`src/rtl/serial_bit_source.sv`:
```
// Parallel-to-serial bit source feeding the serial sequence detectors, MSB first.
// Optional even-parity trailer bit when SERIAL_BIT_SOURCE_PARITY_EN is defined.
module serial_bit_source #(
    parameter int WIDTH      = 8,
    parameter int GAP_CYCLES = 1
) (
    input  logic             clk,
    input  logic             rst,
    input  logic             load_valid,
    input  logic [WIDTH-1:0] load_data,
    output logic             load_ready,
    input  logic             stall,
    output logic             w,
    output logic             w_valid,
    output logic             busy,
    output logic             done
);

`ifdef SERIAL_BIT_SOURCE_PARITY_EN
    localparam int NBITS = WIDTH + 1;
`else
    localparam int NBITS = WIDTH;
`endif
    localparam int CW = $clog2(NBITS + 1);
    localparam int GW = (GAP_CYCLES > 0) ? $clog2(GAP_CYCLES + 1) : 1;
    localparam logic [CW-1:0] C_LAST = CW'(NBITS);
    localparam logic [GW-1:0] G_LAST = GW'(GAP_CYCLES);

    localparam logic [1:0] S_IDLE  = 2'd0;
    localparam logic [1:0] S_SHIFT = 2'd1;
    localparam logic [1:0] S_GAP   = 2'd2;

    logic [1:0]       r_state;
    logic [WIDTH-1:0] r_shift;
    logic [CW-1:0]    r_cnt;
    logic [GW-1:0]    r_gcnt;
    logic             r_w;
    logic             r_wv;
    logic             r_busy;
    logic             r_done;
    logic             r_ready;
`ifdef SERIAL_BIT_SOURCE_PARITY_EN
    localparam logic [CW-1:0] C_PAR = CW'(WIDTH);
    logic             r_par;
`endif

    // r_cnt counts bits already presented on w; a bit is consumed by an unstalled edge
    always_ff @(posedge clk or posedge rst) begin
        if (rst) begin
            r_state <= S_IDLE;
            r_shift <= '0;
            r_cnt   <= '0;
            r_gcnt  <= '0;
            r_w     <= 1'b0;
            r_wv    <= 1'b0;
            r_busy  <= 1'b0;
            r_done  <= 1'b0;
            r_ready <= 1'b1;
`ifdef SERIAL_BIT_SOURCE_PARITY_EN
            r_par   <= 1'b0;
`endif
        end else begin
            r_done <= 1'b0;
            case (r_state)
                S_IDLE: begin
                    if (load_valid) begin
                        r_state <= S_SHIFT;
                        r_ready <= 1'b0;
                        r_busy  <= 1'b1;
`ifdef SERIAL_BIT_SOURCE_PARITY_EN
                        r_par   <= ^load_data;
`endif
                        if (!stall) begin
                            r_w     <= load_data[WIDTH-1];
                            r_wv    <= 1'b1;
                            r_shift <= {load_data[WIDTH-2:0], 1'b0};
                            r_cnt   <= CW'(1);
                        end else begin
                            r_shift <= load_data;
                            r_cnt   <= '0;
                        end
                    end
                end
                S_SHIFT: begin
                    if (!stall) begin
                        if (r_cnt == C_LAST) begin
                            r_w    <= 1'b0;
                            r_wv   <= 1'b0;
                            r_done <= 1'b1;
                            if (GAP_CYCLES == 0) begin
                                r_state <= S_IDLE;
                                r_ready <= 1'b1;
                                r_busy  <= 1'b0;
                            end else begin
                                r_state <= S_GAP;
                                r_gcnt  <= '0;
                            end
                        end else begin
                            r_wv  <= 1'b1;
                            r_cnt <= r_cnt + CW'(1);
`ifdef SERIAL_BIT_SOURCE_PARITY_EN
                            if (r_cnt == C_PAR) begin
                                r_w <= r_par;
                            end else begin
                                r_w     <= r_shift[WIDTH-1];
                                r_shift <= {r_shift[WIDTH-2:0], 1'b0};
                            end
`else
                            r_w     <= r_shift[WIDTH-1];
                            r_shift <= {r_shift[WIDTH-2:0], 1'b0};
`endif
                        end
                    end
                end
                S_GAP: begin
                    if (r_gcnt == G_LAST) begin
                        r_state <= S_IDLE;
                        r_ready <= 1'b1;
                        r_busy  <= 1'b0;
                    end else begin
                        r_gcnt <= r_gcnt + GW'(1);
                    end
                end
                default: begin
                    r_state <= S_IDLE;
                    r_ready <= 1'b1;
                    r_busy  <= 1'b0;
                    r_w     <= 1'b0;
                    r_wv    <= 1'b0;
                end
            endcase
        end
    end

    assign w          = r_w;
    assign w_valid    = r_wv;
    assign busy       = r_busy;
    assign done       = r_done;
    assign load_ready = r_ready;

endmodule

```
`config.mk`:
```
export PLATFORM = sky130hd
export DESIGN_NAME = serial_bit_source
export DESIGN_NICKNAME = d
export VERILOG_FILES = /design/src/rtl/serial_bit_source.sv
export SDC_FILE = /design/constraint.sdc
export NUM_CORES = 1
export LEC_CHECK = 0
export CORE_MARGIN = 2
export CORE_UTILIZATION = 47
export DETAILED_ROUTE_END_ITERATION = 10
export GPL_ROUTABILITY_DRIVEN = 1
export GPL_TIMING_DRIVEN = 1
export PLACE_DENSITY = 0.83
export SLEW_MARGIN = 20
export SYNTH_ARGS = -nofsm -noshare
export SYNTH_HDL_FRONTEND = slang
export SYNTH_SLANG_ARGS = --single-unit
export TNS_END_PERCENT = 1
```
`constraint.sdc`:
```
create_clock -name clk -period 1.4 [get_ports clk]
set_input_delay 0.14 -clock clk [delete_from_list [all_inputs] [get_ports clk]]
set_output_delay 0.14 -clock clk [all_outputs]
set_load 0.01 [all_outputs]
```
==> out/results.ini <==
[synthesis]
synth_nets=132
yosys-top-cells-area=dfrtp_1, mux2i_1, buf_6, o21ai_0, nand2_1
ys_ff_latch=20
synth_edf_count=0
synth_common_cells=dfrtp_1, nand2_1, o21ai_0
postSynthCellCount=118
synth_most_common_cell=dfrtp_1
synth.avg_cell_area_sq_um=9.60
synth_area_sq_um=1130
yosys.area.top_type_share_pct=42.0
yosysSeqAreaShare_pct=44.3
yosys_most_used_dff=dfrtp_1
yosys_warnings=0
synth.distinct_cells=31
synth_largest_area_cell=dfrtp_1
synthArstFlopShare_pct=100

[route]
totalWireLength_um=2450
firstDrtPassIters=4
drt.antenna.violating_nets=0
drc=0
drtIter0Drc=12
dr_total_vias=929
drt-wirelength-per-cell_um=14.2
viasPerCell=5.37

[worst_setup_path]
timing.rr.start=r_cnt[1]$_DFFE_PP0P_
cp-end-kind=flip-flop
critPathMaxFanout=5
cp.required_ns=1.60
r2r_cells=6
critPathLaunch=r_cnt[1]$_DFFE_PP0P_
cp.arrival_ns=1.58
path_class=flip-flop to flip-flop
endpoint=r_cnt[2]$_DFFE_PP0P_
cp-start-kind=flip-flop
worst_r2r_endpoint=r_cnt[2]$_DFFE_PP0P_
r2r_slack_ns=0.02

[power_and_ir_drop]
seqPwrFrac_pct=33.9
p_per_area_nw_per_um2=1990
comb_power_share_pct=49.9
peakVddDrop_mv=1.03
p_int_w=0.00184
power.total_w=0.00293
switchingPower_w=0.00109
power.share.clock_pct=16.2
power_leakage_nw=0.704
p_sw_share_pct=37.1

[clock_tree]
clock_latency_ns=0.31
cts_root_buf=clkbuf_4
cts_max_level=1
cts_buffers=3
cts_tree=done
ctsLongestPathBuffers=2
clkSinkCount=20
clk_pin_slew_ns=0.12

[timing]
post-route-period-util_pct=98.3
fin_tns_setup_ns=0
period_minus_slack_ns=1.38
tightest_slew_ns=0.350
slew_viol_final=0
finalSetupViolations=0
max_freq_mhz=727
fin_ws_ns=0.0237
hold_viol=0
clock_skew_ns=0.00417
whs_ns=0.149
slew_headroom_pct=76.7
rsz0062_at_grt=yes

[die]
die_w_um=53.1
initial_core_util_pct=50.2
coreArea_sq_um=2250
die_h_um=53.1
die_area_sq_um=2820
ios=17
fp-row-count=17

[placed_design]
dpl_cell_area_sq_um=1340
place_congestion=0.896
portBuffers=16
dpl.hpwl_um=1660
preCtsSetupSlack_ns=-0.152

[final_layout]
fillers=188
final-seq-area_sq_um=503
syn_to_final_growth_pct=30.2
diodes=0
multiInputGateArea_sq_um=567
drive_gt1_share_pct=24.8
final_area_sq_um=1470
final_net_count=160

[status]
status=finished, final reports clean

[worst_hold_path]
hold_path_class=input port to asynchronous set/reset pin

[global_routing]
grt_pass1_wl_um=3730
track_usage_pct=18.1
grt_max_degree=21
grt_pass1_vias=868
overflow=0
antenna_found_initial=0

[flow_run]
maxCapViolations=0

-- metal layers --
metal	track usage (%)	part of all wire [%]	vias to the layer above
li1	-	-	459
met1	22.1	43	439
met2	31.9	50	25
met3	3.11	4.4	6
met4	6.41	2.0	0
met5	0	0	-
-- worst min-delay path by stage --
stage,slack [ns],start,cells after the start,end
floorplan,0.10,rst,1,busy$_DFFE_PP0P_
global placement,0.46,busy$_DFFE_PP0P_,2,busy$_DFFE_PP0P_
detailed placement,0.47,r_shift[0]$_DFFE_PP0P_,2,r_shift[0]$_DFFE_PP0P_
CTS,0.16,rst,3,r_state[1]$_DFFE_PP0P_
global route,0.18,rst,3,r_state[1]$_DFFE_PP0P_
finish,0.15,rst,3,r_gcnt$_DFFE_PP0P_
-- worst max-delay path, stage by stage (launching register included) --
cell	delay, ns
dfrtp_1	0.41
inv_1	0.07
ha_2	0.20
nand4b_4	0.14
o211ai_4	0.19
nor3_2	0.06
or2_1	0.21
-- final cells by class --
class | count | share of cell area (%)
clock inverter | 1 | 2.04
clock buffer | 3 | 1.53
sequential | 20 | 34.1
timing repair buffer | 30 | 19.4
inverter | 8 | 2.04
multi-input combinational | 83 | 38.5
tap | 28 | 2.38
-- kinds of logic (layout without fill, tap and decap cells) --
| kind of cell | Yosys count | in the layout | share of synthesized area, % |
|---|---|---|---|
| AOI/OAI and AO/OA | 34 | 34 | 19.9 |
| adders and majority gates | 2 | 2 | 2.21 |
| buffers and inverters | 15 | 42 | 9.06 |
| DFF | 20 | 20 | 44.3 |
| muxes | 7 | 7 | 6.19 |
| and+or+nand+nor | 40 | 40 | 18.3 |
-- flip-flops by register name, summed over array words and instances (netlist names) --
register / flops
load_ready: 1
r_gcnt: 1
r_shift: 8
w_valid: 1
w: 1
r_state: 2
busy: 1
r_cnt: 4
done: 1
-- power groups by stage --
stage,sequential [W],clock [W],combinational (W)
4_1_cts,0.000996,0.000477,0.00130
3_3_place_gp,0.000981,0,0.00120
5_1_grt,0.00102,0.000501,0.00161
2_1_floorplan,0.000983,0,0.000919
6_report,0.000992,0.000476,0.00146
3_5_place_dp,0.00100,0,0.00125
-- placed cells by master (no fill, tap or decap), types with 7 or more instances in the layout --
| cell | netlist | layout |
|---|---|---|
| a21oi_1 | 8 | 8 |
| buf_4 | 0 | 11 |
| clkdlybuf4s50_1 | 0 | 14 |
| dfrtp_1 | 19 | 18 |
| inv_1 | 8 | 7 |
| mux2i_1 | 7 | 7 |
| nand2_1 | 16 | 13 |
| nor2_1 | 11 | 11 |
| o21ai_0 | 12 | 7 |
| o21ai_1 | 2 | 7 |
-- timing repair --
item / in CTS / in global routing
pin swaps: 0 / 7
gates cloned: 0 / 1
resized for setup: 5 / 15
hold buffers: 0 / 0
setup buffers: 0 / 4
setup endpoints to repair: 11 / 10
-- per-stage QoR --
step                utilization (%)  instances
floorplan                         -        118
global placement               59.2        164
detailed placement             59.2        164
CTS                            62.2        168
global route                   65.4        173
finish                         65.4        173
Power figures use the tool's default switching activity.
